===== src/rtl/aurora_tx_gearbox_if.sv =====
// Handshake bundle between the encoder lane output, the 66:32 TX gearbox and the lane serializer.
// master drives blocks in and accepts words; slave is the gearbox view.
interface aurora_tx_gearbox_if #(
    parameter int unsigned IN_WIDTH  = 66,
    parameter int unsigned OUT_WIDTH = 32
);
    logic                 in_valid;
    logic                 in_ready;
    logic [IN_WIDTH-1:0]  in_data;
    logic                 out_valid;
    logic                 out_ready;
    logic [OUT_WIDTH-1:0] out_data;

    modport master (
        output in_valid, in_data, out_ready,
        input  in_ready, out_valid, out_data
    );

    modport slave (
        input  in_valid, in_data, out_ready,
        output in_ready, out_valid, out_data
    );
endinterface


===== src/rtl/aurora_tx_gearbox.sv =====
// Per-lane 66:32 TX gearbox: bit buffer, oldest bit at index 0, fed header-first per block.
// Optional underrun counter enabled by defining AURORA_GEARBOX_UNDERRUN_CNT_EN.
module aurora_tx_gearbox #(
    parameter int unsigned IN_WIDTH  = 66,
    parameter int unsigned OUT_WIDTH = 32,
    parameter int unsigned BUF_WIDTH = 128
) (
    input  logic                           clk,
    input  logic                           rst,
    aurora_tx_gearbox_if.slave             bus,
    output logic [$clog2(BUF_WIDTH+1)-1:0] fill_level
`ifdef AURORA_GEARBOX_UNDERRUN_CNT_EN
    ,
    output logic [15:0]                    underrun_cnt
`endif
);
    localparam int unsigned    CW        = $clog2(BUF_WIDTH + 1);
    localparam logic [CW-1:0] OUT_W     = CW'(OUT_WIDTH);
    localparam logic [CW-1:0] IN_W      = CW'(IN_WIDTH);
    localparam logic [CW-1:0] READY_MAX = CW'(BUF_WIDTH - IN_WIDTH);

    logic [BUF_WIDTH-1:0] buffer;
    logic [BUF_WIDTH-1:0] buffer_next;
    logic [BUF_WIDTH-1:0] blk_ext;
    logic [CW-1:0]        count;
    logic [CW-1:0]        count_next;
    logic [CW-1:0]        shift;
    logic [CW-1:0]        base;
    logic                 in_fire;
    logic                 out_fire;

    assign bus.out_valid = (count >= OUT_W);
    assign bus.in_ready  = (count <= READY_MAX);
    assign bus.out_data  = buffer[OUT_WIDTH-1:0];
    assign fill_level    = count;
    assign in_fire       = bus.in_valid & bus.in_ready;
    assign out_fire      = bus.out_valid & bus.out_ready;

    // New block lands directly above the bits that survive this cycle's word drain.
    always_comb begin
        shift       = out_fire ? OUT_W : '0;
        base        = count - shift;
        blk_ext     = '0;
        blk_ext[IN_WIDTH-1:0] = {bus.in_data[IN_WIDTH-3:0], bus.in_data[IN_WIDTH-1:IN_WIDTH-2]};
        buffer_next = buffer >> shift;
        count_next  = base;
        if (in_fire) begin
            buffer_next = buffer_next | (blk_ext << base);
            count_next  = base + IN_W;
        end
    end

    always_ff @(posedge clk) begin
        if (rst) begin
            buffer <= '0;
            count  <= '0;
        end else begin
            buffer <= buffer_next;
            count  <= count_next;
        end
    end

`ifdef AURORA_GEARBOX_UNDERRUN_CNT_EN
    always_ff @(posedge clk) begin
        if (rst) begin
            underrun_cnt <= '0;
        end else if (bus.out_ready && !bus.out_valid && underrun_cnt != '1) begin
            underrun_cnt <= underrun_cnt + 16'd1;
        end
    end
`endif
endmodule


===== src/flat_wrapper.sv =====
// flat-port wrapper written by rule: the top's interface ports become plain ports
module aurora_tx_gearbox_flat 
#(
    parameter int unsigned IN_WIDTH  = 66,
    parameter int unsigned OUT_WIDTH = 32,
    parameter int unsigned BUF_WIDTH = 128
)
  (clk, rst, fill_level, bus_in_valid, bus_in_data, bus_out_ready, bus_in_ready, bus_out_valid, bus_out_data);
  aurora_tx_gearbox_if #(.IN_WIDTH(IN_WIDTH), .OUT_WIDTH(OUT_WIDTH)) bus_i ();
  input  logic clk;
  input  logic rst;
  output logic [$clog2(BUF_WIDTH+1)-1:0] fill_level;
  input wire logic [$bits(bus_i.in_valid)-1:0] bus_in_valid;
  input wire logic [$bits(bus_i.in_data)-1:0] bus_in_data;
  input wire logic [$bits(bus_i.out_ready)-1:0] bus_out_ready;
  output wire logic [$bits(bus_i.in_ready)-1:0] bus_in_ready;
  output wire logic [$bits(bus_i.out_valid)-1:0] bus_out_valid;
  output wire logic [$bits(bus_i.out_data)-1:0] bus_out_data;
  assign bus_i.in_valid = bus_in_valid;
  assign bus_i.in_data = bus_in_data;
  assign bus_i.out_ready = bus_out_ready;
  assign bus_in_ready = bus_i.in_ready;
  assign bus_out_valid = bus_i.out_valid;
  assign bus_out_data = bus_i.out_data;
  aurora_tx_gearbox #(.IN_WIDTH(IN_WIDTH), .OUT_WIDTH(OUT_WIDTH), .BUF_WIDTH(BUF_WIDTH)) u_core (.clk(clk), .rst(rst), .bus(bus_i), .fill_level(fill_level));
endmodule

===== config.mk =====
export PLATFORM = sky130hd
export DESIGN_NAME = aurora_tx_gearbox_flat
export DESIGN_NICKNAME = d
export VERILOG_FILES = /design/src/rtl/aurora_tx_gearbox_if.sv /design/src/rtl/aurora_tx_gearbox.sv /design/src/flat_wrapper.sv
export SDC_FILE = /design/constraint.sdc
export NUM_CORES = 1
export LEC_CHECK = 0
export BUFFER_PORTS_ARGS = -buffer_cell sky130_fd_sc_hd__buf_2
export CORE_MARGIN = 8
export CORE_UTILIZATION = 35
export CTS_CLUSTER_DIAMETER = 200
export CTS_CLUSTER_SIZE = 16
export DETAILED_ROUTE_END_ITERATION = 16
export MAX_ROUTING_LAYER = met4
export RECOVER_POWER = 100
export SYNTH_ARGS = -nofsm -noshare
export SYNTH_HDL_FRONTEND = slang
export SYNTH_SLANG_ARGS = --single-unit
export TNS_END_PERCENT = 5

===== constraint.sdc =====
create_clock -name clk -period 7 [get_ports clk]
set_input_delay 1.4 -clock clk [delete_from_list [all_inputs] [get_ports clk]]
set_output_delay 1.4 -clock clk [all_outputs]
set_load 0.01 [all_outputs]

* After elaboration in Yosys (flattened, before gate mapping)
Cells that the tools add are included.
** Word-level totals
- Latch bits :: 0
- Memories kept :: 0
- Output and inout port bits :: 42
- Register bits after elaboration :: 136
- ROM bits :: 0
- Memory bits (writable) :: 0
- Logic and storage cells :: 14
** Operators by class
- Shift operators :: 2
- Div/mod/pow operators :: 0
- Bitwise logic cells :: 3
- Multiply operators :: 0
- Eq/ne operators :: 0
- Multiplexer cells :: 3
- $add $sub $neg :: 2
- Reductions and logical operators :: 0
- $lt $le $gt $ge :: 2
** Operator list (number)
- $mux 128 :: 1
- $or 128x128->128 :: 1
- $shl 66x8->128 :: 1
- $shr 128x8->128 :: 1
- $add 8x7->8 const B :: 1
- $ge 8x6->1 const B :: 1
- $le 8x6->1 const B :: 1
- $mux 8 :: 1
- $sub 8x8->8 :: 1
- $mux 6 :: 1
- $and 1x1->1 :: 2

* Logic depth before layout (Yosys ltp)
Gate-level depths: netlist of the first run.
- Depth after elaboration :: 7
- Depth in mapped cells :: 13

* Least setup slack after synthesis of the first run
OpenSTA, ideal clock, no wires.
- Kind :: input-to-reg
- From :: input bus_out_ready
- To :: register u_core.buffer[102]
- Data required time :: 6905 ps
- Path buffers :: 4
- Setup time :: 95 ps
- Path slack :: 3159 ps
- Stages :: 11
- Arrival :: 3746 ps
- Path through :: o31ai_4 inv_1 clkbuf_1 clkbuf_1 ha_1 ha_1 clkbuf_1 clkbuf_1 nand2_1 o221a_2 a221oi_1
** On the way
- Word-level cells in the longest chain between the ends :: 6
- Elaborated cells on any way between the ends :: 7
- Those cells by class :: add/sub (1); shift (2); mux (2); bitwise (2)
** Ends and longest elaborated chain
- from (decl) :: line flat_wrapper.sv:15 : input wire logic [$bits(bus_i.out_ready)-1:0] bus_out_ready;
- $and 1x1->1 * :: line aurora_tx_gearbox.sv:37 : assign out_fire = bus.out_valid & bus.out_ready;
- $mux 6 * :: line aurora_tx_gearbox.sv:41 : shift = out_fire ? OUT_W : '0;
- $sub 8x8->8 :: line aurora_tx_gearbox.sv:42 : base = count - shift;
- $shl 66x8->128 :: line aurora_tx_gearbox.sv:48 : buffer_next = buffer_next | (blk_ext << base);
- $or 128x128->128 :: line aurora_tx_gearbox.sv:48
- $mux 128 * :: line aurora_tx_gearbox.sv:47 : if (in_fire) begin
- to (signal assigned) :: line aurora_tx_gearbox.sv:58 : buffer <= buffer_next;
- to (decl) :: line aurora_tx_gearbox.sv:22 : logic [BUF_WIDTH-1:0] buffer;
Mark *: on every way between the ends. The rest lies on a longest branch, timed or not.
A chain may end at the register's enable or synchronous reset.

* Worst setup path after layout of the first run
- From :: register u_core.count[3] (netlist: u_core.fill_level[3])
- To :: register u_core.buffer[113]
** On the way
- Word-level cells in the longest chain between the ends :: 7
- Elaborated cells on any way between the ends :: 10
- Those cells by class :: add/sub (1); order compare (2); shift (2); mux (2); bitwise (3)
** Ends and longest elaborated chain
- from (decl) :: line aurora_tx_gearbox.sv:25 : logic [CW-1:0] count;
- from (signal assigned) :: line aurora_tx_gearbox.sv:59 : count <= count_next;
- $ge 8x6->1 :: line aurora_tx_gearbox.sv:32 : assign bus.out_valid = (count >= OUT_W);
- $and 1x1->1 :: line aurora_tx_gearbox.sv:37
- $mux 6 :: line aurora_tx_gearbox.sv:41
- $sub 8x8->8 :: line aurora_tx_gearbox.sv:42
- $shl 66x8->128 :: line aurora_tx_gearbox.sv:48
- $or 128x128->128 :: line aurora_tx_gearbox.sv:48
- $mux 128 * :: line aurora_tx_gearbox.sv:47
Marked as above.

==> qor.txt, run 1 <==
Max Transition Viols Final: 98
Clock insertion delay at the later pin of the skew report: 0.44 ns
Total clock sinks: 135
Delay contributed by the slowest stage of the critical path: 1.89 ns
Startpoint of the worst hold path: u_core.buffer[127]
Min Tclk post-route: 5.45 ns
Maximum VDD drop: 0.000223 V
Total power: 5.54 mW
Die W: 194 um
Worst Hold Endpoint: u_core.buffer[127]
Die Footprint: 37700 sq um
Slowest-stage cell, CP: sky130_fd_sc_hd__dfxtp_1
Global router's overall resource usage: 25.3%
Total number of placement rows: 65
Boundary pin count: 112
Fraction of the yosys area taken by sequential cells: 24.3%
Leading post-synthesis cells by cell area: sky130_fd_sc_hd__dfxtp_1 24%, sky130_fd_sc_hd__mux4_2 12%, sky130_fd_sc_hd__nand2_1 6.9%
Total stage count of the critical path: 6
Worst setup margin: 1.55 ns
Final Hold Viols: 0
Max Cap Violations: 2
Placer's final routability congestion estimate: 1.02
Distinct cell type count of the synthesized netlist: 79
Residual overflow from global routing: 0
Reg2Reg Capture Point: u_core.buffer[113]
TritonCTS clock tree: yes
Nature of the critical path startpoint: register
Fraction of the mapped netlist area in adder cells: 0.450%
Post-synth EDFFs: 0
Hold Path Cell Cnt: 2
Iteration-0 DRC count of the detailed router: 1537
Synth Net Count: 1394
Inst Count DP: 1699
CTS H-Tree Depth: 4
Pre-CTS setup slack: 2.33 ns
Buffers from clock root to sink, at most: 2
Share of synthesized cell area in and, or, nand and nor gates: 16.6%
Crit end category: register
Worst Path Buf+Inv: 1
Number of global-route vias before repair: 10944
Total via count in the routed design: 11656
Gate count after technology mapping: 1320
Maximum number of pins on one net before global-route repair: 72
DRC Markers: 0
Number of antenna cells inserted: 0
Initial core utilization: 35.4%
Xor/xnor share of the synthesized area: 0.394%
Placed wire-length estimate after detailed placement: 33.9 mm
Portion of netlist area occupied by mux cells: 23.4%
Placeable core area: 31400 sq um
Number of register bits inferred by synthesis: 135
Per-instance average area after synthesis: 8.42 sq um
Critical path fanouts, max: 56
Post-Route Skew: 0.0141 ns
Layout-stage area growth over the synthesis result: 7.55%
Cell types with the highest counts after synthesis: 205 x sky130_fd_sc_hd__nand2_1, 135 x sky130_fd_sc_hd__dfxtp_1, 130 x sky130_fd_sc_hd__nor2_1, 77 x sky130_fd_sc_hd__clkbuf_1, 66 x sky130_fd_sc_hd__mux2i_1
Setup Viol. Count Final: 0
Hold WC Path Type: reg -> reg
Most used flip-flop cell after synthesis: sky130_fd_sc_hd__dfxtp_1
Most repeated cell in the gate-level netlist after synthesis: sky130_fd_sc_hd__nand2_1
Clock root buffer master: sky130_fd_sc_hd__clkbuf_16
Actual slew at the worst max-slew pin: 2.31 ns
Detailed-route wire length: 48.4 mm
Length in cells of the worst reg-to-reg path: 6
Ratio of total power to cell area: 463 nW/um^2
Failing checks: capacitance limit, slew limit
Share of the synthesized area in compound gates (AO/OA/AOI/OAI): 26.8%
IO Port Bufs: 110
RSZ-0062 raised after global routing: false
Cell breakdown of the critical path: nand4_1, o21ai_0, nor3_2, clkbuf_1, nand2_1, o221ai_1
Number of buffers inserted by post-CTS setup repair: 0
Number of buffers created by CTS: 17
Leading area contributor after synthesis: sky130_fd_sc_hd__dfxtp_1
Origin of the critical flop-to-flop path: u_core.fill_level[3]
Clock transition at the register clock pins on the worst setup and hold paths after CTS: 0.07 ns
Required time reported for the critical path endpoint: 7.29 ns
Share of flip-flops with an asynchronous set or reset: 0%
CTS Hold Bufs: 0
End-of-flow core utilization: 38.1%
Worst slew margin relative to its limit: -54.1%
Result of the run: finished, violations left
Arrival time at the worst endpoint: 5.73 ns
Worst Path Class, Setup: reg -> reg
Combinational family with the most area after synthesis: compound AO/OA/AOI/OAI gates
Number of antenna violations at the first check in global routing: 0
Routed via count divided by cell count: 6.73
1st-pass router iterations: 6
Total negative slack for setup checks: 0 ns
Gate family responsible for the most delay along the worst path: flip-flops
CTS resizes: 0
Post-route ant nets: 0
Share of the clock period used by the worst path after layout: 77.8%
Wire length of the first global-routing pass: 71.6 mm
Static leakage power: 4.11 nW
Yosys synthesis warning count: 0
Highest achievable clock rate: 0.184 GHz
Die Y: 194 um
Share of Yosys cell area claimed by the top area cell type: 24.3%
Combined area of all synthesized cells: 11100 sq um
Fin nets: 1390
Finished Layout Cells: 1731
Routed length per instance: 28.0 um
Setup slack of the worst register-to-register path: 1.55 ns
Share of post-route cells with drive strength above 1: 18.9%
==> cell usage in the layout (no fill, tap or decap), drive strengths merged, types with 11 or more instances in the layout <==
master,instances
mux2,34
nand3,21
o32ai,24
o211ai,17
o21ai,60
a31oi,50
nand2,205
a221oi,28
dfxtp,135
inv,13
o221ai,14
a221o,11
buf,93
mux2i,78
clkbuf,60
nor3,19
nor2,130
a22oi,16
a21oi,48
a211oi,31
o22ai,34
mux4,59
==> cells by family (layout without fill, tap and decap cells) <==
group	Yosys count	count (layout)
AOI/OAI and AO/OA	410	410
xor gates and xnor gates	5	5
adders and majority gates	4	4
buffers and inverters	167	176
DFF	135	135
muxes	171	171
other	1	1
and+or+nand+nor	427	427
==> state kept, by name, summed over array words and instances (netlist names) <==
signal,flops
u_core.buffer,128
u_core.fill_level,7
==> where the power goes <==
group	internal [mW]	switching (mW)
Combinational	1.10	2.29
Clock	0.510	0.391
Sequential	1.04	0.202
Total	2.66	2.88
==> worst register-to-register path: cells and delay by family, from the launching register on <==
| family | cells | cell delay, ns |
|---|---|---|
| simple gates | 3 | 1.64 |
| flops | 1 | 1.89 |
| compound gates | 2 | 1.23 |
| buf+inv | 1 | 0.54 |
==> how the worst max path moves through the flow <==
stage	startpoint	endpoint	slack, ns
final	u_core.fill_level[3]	u_core.buffer[113]	1.55
after global routing	u_core.fill_level[3]	u_core.buffer[53]	1.31
after CTS	bus_out_ready	u_core.buffer[93]	2.79
after detailed placement	bus_out_ready	u_core.buffer[93]	2.33
after global placement	bus_out_ready	u_core.buffer[93]	2.37
after floorplan	bus_out_ready	u_core.buffer[102]	3.16
==> layout make-up <==
type	count	area (sq um)
Timing Repair Buffer	134	674
Fill cell	3331	19400
Tap cell	402	503
Inverter	10	37.5
Multi-Input combinational cell	1018	7460
Clock buffer	19	453
Sequential cell	135	2700
Clock inverter	13	119
==> through the flow <==
step | area (sq um) | hold slack, ns
global route | 11900 | 0.499
CTS | 12100 | 0.469
detailed placement | 11500 | 0.451
finish | 11900 | 0.468
floorplan | 11100 | 0.432
global placement | 11500 | 0.447
==> metal layers <==
| metal | global-route usage [%] | share of wire [%] | up-vias |
|---|---|---|---|
| met5 | - | 0 | - |
| met4 | 12.3 | 4.8 | 0 |
| met3 | 6.44 | 13 | 161 |
| met2 | 34.5 | 41 | 911 |
| met1 | 34.2 | 42 | 5561 |
| li1 | - | - | 5023 |
Power figures use the tool's default switching activity.
==> inputs of run 2 (changes only) <==
clock period = 4.45 ns   (was 7 ns; I/O delays follow)
==> run 2 against run 1 <==
The flow still finishes with violations (capacitance limit, slew limit). Utilization up 0.72 points. Setup slack worse by 1.1 ns. Sequential share of layout area down 0.33 points. Global-route usage up 1.1 points. Clock power up 73%. Count of clock-buffer cells in the layout up 1. Register-to-register slack worse by 1.1 ns. Largest cell class unchanged.
==> qor.txt, run 2 (synthesized netlist as in run 1, its figures left out) <==
Result of the run: finished, violations left
Failing checks: capacitance limit, slew limit
Most used cells in the layout excluding fill and tap cells: 205 x sky130_fd_sc_hd__nand2_1, 132 x sky130_fd_sc_hd__dfxtp_1, 129 x sky130_fd_sc_hd__nor2_1
Hold WC Path Type: reg -> reg
CTS resizes: 0
Delay contributed by the slowest stage of the critical path: 1.13 ns
Share of post-route cells with drive strength above 1: 20.1%
Clock transition at the register clock pins on the worst setup and hold paths after CTS: 0.07 ns
Routed via count divided by cell count: 6.69
Clock insertion delay at the later pin of the skew report: 0.44 ns
Required time reported for the critical path endpoint: 4.78 ns
Ratio of total power to cell area: 741 nW/um^2
Layout-stage area growth over the synthesis result: 9.58%
Crit end category: register
Placer's final routability congestion estimate: 1.01
Cell breakdown of the critical path: clkbuf_2, nand2_1, nor2_1, a221oi_1, a221oi_1
Boundary pin count: 112
Beginning of the critical path: u_core.fill_level[4]
Number of antenna violations at the first check in global routing: 1
Share of the clock period used by the worst path after layout: 88.8%
Total stage count of the critical path: 5
Placed wire-length estimate after detailed placement: 36.5 mm
Nature of the critical path startpoint: register
Most numerous cell on the critical path: sky130_fd_sc_hd__a221oi_1
Routed length per instance: 28.7 um
Final Hold Viols: 0
Detailed-route wire length: 50.3 mm
Critical path fanouts, max: 60
Initial core utilization: 35.4%
Worst slew margin relative to its limit: -1.76%
Wire length of the first global-routing pass: 74.3 mm
Die Y: 194 um
Static leakage power: 4.21 nW
Total via count in the routed design: 11693
Max Transition Viols Final: 61
Worst Path Buf+Inv: 1
Clock root buffer master: sky130_fd_sc_hd__clkbuf_16
Setup slack of the worst register-to-register path: 0.50 ns
Max Cap Violations: 1
Die W: 194 um
Internal power consumption: 4.41 mW
Worst setup margin: 0.499 ns
CTS Hold Bufs: 0
Global router's overall resource usage: 26.4%
Setup Viol. Count Final: 0
Combinational Power Share: 60.6%
Most frequent standard cell in the layout excluding fill and tap cells: sky130_fd_sc_hd__nand2_1
Number of global-route vias before repair: 11122
Iteration-0 DRC count of the detailed router: 1688
Largest register FFs: 128
Placeable core area: 31400 sq um
Relative contribution of the clock network to total power: 17.2%
Slowest-stage cell, CP: sky130_fd_sc_hd__clkbuf_2
Total number of placement rows: 65
Maximum number of pins on one net before global-route repair: 78
Number of buffers inserted by post-CTS setup repair: 0
Fin nets: 1407
Total clock sinks: 135
IO Port Bufs: 110
Reg2Reg Capture Point: u_core.buffer[108]
Length in cells of the worst reg-to-reg path: 5
Net switching power figure: 4.62 mW
Worst Path Class, Setup: reg -> reg
Post-Route Skew: 0.0183 ns
Register share of total power: 22.2%
Arrival time at the worst endpoint: 4.28 ns
Worst setup path endpoint: u_core.buffer[108]
Gate family responsible for the most delay along the worst path: simple AND/OR/NAND/NOR gates
Number of buffers created by CTS: 17
DRC Markers: 0
Actual slew at the worst max-slew pin: 1.53 ns
Min Tclk post-route: 3.95 ns
Most flop-heavy register: u_core.buffer
Residual overflow from global routing: 0
Highest achievable clock rate: 0.253 GHz
Buffers from clock root to sink, at most: 2
Origin of the critical flop-to-flop path: u_core.fill_level[4]
TritonCTS clock tree: yes
RSZ-0062 raised after global routing: false
CTS H-Tree Depth: 4
Switching part of the total power: 51.2%
Die Footprint: 37700 sq um
Total negative slack for setup checks: 0 ns
1st-pass router iterations: 6
Pre-CTS setup slack: 0.691 ns
Post-route ant nets: 0
Maximum VDD drop: 0.000329 V
run 2: cell types whose count changed in the layout (fill, tap and decap cells not counted), moves of 4 or more:
cell / previous run / this run
sky130_fd_sc_hd__buf_4: 22 / 31
sky130_fd_sc_hd__clkbuf_1: 41 / 47
sky130_fd_sc_hd__mux2i_1: 72 / 66
sky130_fd_sc_hd__mux2i_4: 2 / 6
run 2: layout make-up:
class	instances	area [sq um]
antenna	1	2.50
clock buffer	20	468
clock inverter	12	165
fill	3284	19200
inverter	10	37.5
multi-input combinational	1018	7510
sequential	135	2710
tap	402	503
timing repair buffer	151	776
run 2: how the worst min path moves through the flow:
stage,from,endpoint,slack [ns],cells after the start
2_1_floorplan,u_core.buffer[116],u_core.buffer[116],0.43,2
3_3_place_gp,u_core.buffer[117],u_core.buffer[117],0.44,2
3_5_place_dp,u_core.buffer[111],u_core.buffer[111],0.46,2
4_1_cts,u_core.buffer[116],u_core.buffer[116],0.47,2
5_1_grt,u_core.buffer[67],u_core.buffer[35],0.49,2
6_report,u_core.buffer[116],u_core.buffer[116],0.47,2
run 2: through the flow:
step	cell area (sq um)	hold WS, ns	utilization [%]	instances	total power, mW
after global routing	12200	0.492	38.8	1749	9.40
after global placement	11700	0.444	37.1	1716	7.36
final	12200	0.472	38.8	1749	9.02
after CTS	12300	0.471	39.1	1748	8.91
after detailed placement	11700	0.455	37.1	1716	7.35
after floorplan	11100	0.432	-	1320	5.59
run 2: power by group through the flow:
stage,Combinational [mW],Sequential (mW),Clock [mW]
after floorplan,3.75,1.84,0
after global placement,5.36,2.00,0
after detailed placement,5.34,2.01,0
after CTS,5.36,1.99,1.56
after global routing,5.74,2.05,1.61
final,5.47,2.00,1.56
run 2: worst min-delay path, cell delays in order (launching register included):
cell	delay [ns]
sky130_fd_sc_hd__dfxtp_1	0.33
sky130_fd_sc_hd__nand2_1	0.05
sky130_fd_sc_hd__o221ai_1	0.06
run 2: layer usage:
| metal | track usage (%) | part of all wire, % | vias to the layer above |
|---|---|---|---|
| met5 | - | 0 | - |
| met2 | 37.4 | 42 | 789 |
| met3 | 6.77 | 11 | 155 |
| li1 | - | - | 5057 |
| met4 | 10.6 | 4.4 | 0 |
| met1 | 35.3 | 43 | 5692 |
==> inputs of run 3 (changes only) <==
ABC_AREA = 1   (was unset)
CORE_MARGIN = unset   (was 8)
==> run 3 against run 2 <==
The flow now finishes without violations. Design area is 6.3% lower. Non-clock buffer count is 18 lower. Register-to-register slack better by 0.22 ns. Cell count is 27% higher. Die area is 18% lower. Synthesized area is 5.3% lower. Via count is 6.7% higher. Largest power group unchanged.
==> qor.txt, run 3 <==
Clock root buffer master: sky130_fd_sc_hd__clkbuf_16
Final Hold Viols: 0
Setup Viol. Count Final: 0
Iteration-0 DRC count of the detailed router: 1487
Total clock sinks: 135
Fraction of the yosys area taken by sequential cells: 25.7%
Critical path fanouts, max: 41
Worst hold slack across all endpoints: 0.461 ns
Inst Count DP: 2183
Largest register FFs: 128
Total power: 9.77 mW
Number of buffers inserted by post-CTS setup repair: 0
IO Port Bufs: 110
Placeable core area: 29600 sq um
Share of post-route cells with drive strength above 1: 7.41%
Routed length per instance: 20.1 um
Maximum number of pins on one net before global-route repair: 98
Nature of the critical path startpoint: register
Detailed-route wire length: 44.6 mm
End-of-flow core utilization: 38.5%
Worst slew margin relative to its limit: 5.96%
Boundary pin count: 112
Clock transition at the register clock pins on the worst setup and hold paths after CTS: 0.06 ns
Most flop-heavy register: u_core.buffer
Length in cells of the worst reg-to-reg path: 12
Most repeated cell in the gate-level netlist after synthesis: sky130_fd_sc_hd__nand2_1
Yosys synthesis warning count: 0
Crit end category: register
Residual overflow from global routing: 0
Net switching power figure: 5.31 mW
Total number of placement rows: 63
Worst Path Class, Setup: reg -> reg
Relative contribution of the clock network to total power: 15.6%
Ratio of total power to cell area: 856 nW/um^2
Number of buffers created by CTS: 17
Result of the run: complete, no violations
Register share of total power: 20.1%
Internal power consumption: 4.46 mW
CTS Hold Bufs: 0
Arrival time at the worst endpoint: 4.01 ns
Most numerous cell on the critical path: sky130_fd_sc_hd__nand3_1
Maximum VDD drop: 0.000347 V
Most used flip-flop cell after synthesis: sky130_fd_sc_hd__dfxtp_1
Static leakage power: 4.97 nW
Wire length of the first global-routing pass: 67.9 mm
Initial core utilization: 35.5%
Combinational Power Share: 64.3%
Distinct cell type count of the synthesized netlist: 34
Cell breakdown of the critical path: nor2_1, nand2_1, nand2_4, inv_1, ha_1, clkbuf_2, inv_1, buf_4, nand3_1, nand3_1, nand3_1, a21oi_1
Max Transition Viols Final: 0
Setup slack of the worst register-to-register path: 0.72 ns
Cell types with the highest counts after synthesis: 531 x sky130_fd_sc_hd__nand2_1, 507 x sky130_fd_sc_hd__nand3_1, 135 x sky130_fd_sc_hd__dfxtp_1, 123 x sky130_fd_sc_hd__nor2_1, 120 x sky130_fd_sc_hd__a21oi_1
TritonCTS clock tree: yes
Combined area of all synthesized cells: 10500 sq um
Most used cells in the layout excluding fill and tap cells: 531 x sky130_fd_sc_hd__nand2_1, 507 x sky130_fd_sc_hd__nand3_1, 133 x sky130_fd_sc_hd__dfxtp_1
Number of antenna cells inserted: 0
RSZ-0062 raised after global routing: false
Number of register bits inferred by synthesis: 135
Die W: 175 um
Synth Net Count: 1912
Most frequent standard cell in the layout excluding fill and tap cells: sky130_fd_sc_hd__nand2_1
CTS H-Tree Depth: 4
Post-route ant nets: 0
Hold Path Cell Cnt: 2
Post-Route Skew: 0.0113 ns
Finished Layout Cells: 2213
Number of antenna violations at the first check in global routing: 0
Slowest-stage cell, CP: sky130_fd_sc_hd__ha_1
Routed via count divided by cell count: 5.64
Total via count in the routed design: 12474
Total negative slack for setup checks: 0 ns
Fin nets: 1886
1st-pass router iterations: 6
Die Y: 175 um
Post-synth EDFFs: 0
Share of Yosys cell area claimed by the top area cell type: 25.7%
Switching part of the total power: 54.4%
Max Cap Violations: 0
Hold WC Path Type: reg -> reg
CTS resizes: 0
Leading area contributor after synthesis: sky130_fd_sc_hd__dfxtp_1
Delay contributed by the slowest stage of the critical path: 0.70 ns
Highest achievable clock rate: 0.268 GHz
Actual slew at the worst max-slew pin: 1.41 ns
Gate count after technology mapping: 1838
Clock insertion delay at the later pin of the skew report: 0.43 ns
Per-instance average area after synthesis: 5.73 sq um
Share of flip-flops with an asynchronous set or reset: 0%
Layout-stage area growth over the synthesis result: 8.47%
Placer's final routability congestion estimate: 1.06
Global router's overall resource usage: 30.0%
Min Tclk post-route: 3.73 ns
Buffers from clock root to sink, at most: 2
Filler cell count: 3390
Leading post-synthesis cells by cell area: sky130_fd_sc_hd__dfxtp_1 26%, sky130_fd_sc_hd__nand3_1 24%, sky130_fd_sc_hd__nand2_1 19%
Number of global-route vias before repair: 11099
Placed wire-length estimate after detailed placement: 33.8 mm
Share of the clock period used by the worst path after layout: 83.8%
Die Footprint: 30800 sq um
DRC Markers: 0
Required time reported for the critical path endpoint: 4.74 ns
run 3: cell types whose count changed after synthesis, moves of 34 or more:
cell | previous run | this run
sky130_fd_sc_hd__nand3_1 | 21 | 507
sky130_fd_sc_hd__nand2_1 | 205 | 531
sky130_fd_sc_hd__a21oi_1 | 48 | 120
sky130_fd_sc_hd__mux2i_1 | 66 | 0
sky130_fd_sc_hd__mux4_2 | 59 | 0
sky130_fd_sc_hd__o21ai_0 | 53 | 104
sky130_fd_sc_hd__inv_1 | 7 | 56
sky130_fd_sc_hd__o22ai_1 | 34 | 0
run 3: final timing paths:
| path | from | end |
|---|---|---|
| min | u_core.buffer[121] | u_core.buffer[121] |
| max reg2reg | u_core.fill_level[7] | u_core.buffer[121] |
| max | u_core.fill_level[7] | u_core.buffer[121] |
| min reg2reg | u_core.buffer[121] | u_core.buffer[121] |
run 3: metrics by stage:
step | setup slack, ns | area (sq um)
floorplan | 1.46 | 10500
global placement | 1.04 | 10900
detailed placement | 0.979 | 10900
CTS | 0.997 | 11500
global route | 0.450 | 11400
finish | 0.720 | 11400
run 3: cell type report:
type | count | area (sq um) | share of cell area [%]
clock buffers | 21 | 450 | 3.95
repair buffers | 133 | 678 | 5.94
flip-flops and latches | 135 | 2710 | 23.7
multi-input cells | 1461 | 6680 | 58.5
inverters | 64 | 240 | 2.10
clock inverters | 9 | 175 | 1.53
well taps | 390 | 488 | 4.28
run 3: logic make-up after synthesis:
family,after synthesis,synth area share (%)
compound gates,273,14.2
xor+xnor,1,0.0832
fa+ha+maj,4,0.476
buf+inv,242,10.7
flops,135,25.7
other cells,1,0.0356
simple gates,1182,48.8
run 3: routing by layer:
metal	global-route usage, %	vias to the layer above	routed length, um
li1	-	6114	-
met1	41.2	5769	20200
met2	43.6	523	19000
met3	4.96	68	3690
met4	11.7	0	1670
met5	-	-	0
run 3: critical path, delay by kind of cell, from the launching register on:
kind	cells	cell delay [ns]
buf+inv	4	1.57
fa+ha+maj	1	0.70
flops	1	0.34
compound gates	1	0.08
simple gates	6	0.86
run 3: power by group through the flow:
stage | clock, mW | combinational (mW) | sequential, mW
2_1_floorplan | 0 | 4.47 | 1.89
3_3_place_gp | 0 | 6.19 | 1.97
3_5_place_dp | 0 | 6.21 | 1.98
4_1_cts | 1.54 | 6.23 | 1.96
5_1_grt | 1.60 | 6.90 | 2.01
6_report | 1.53 | 6.28 | 1.96
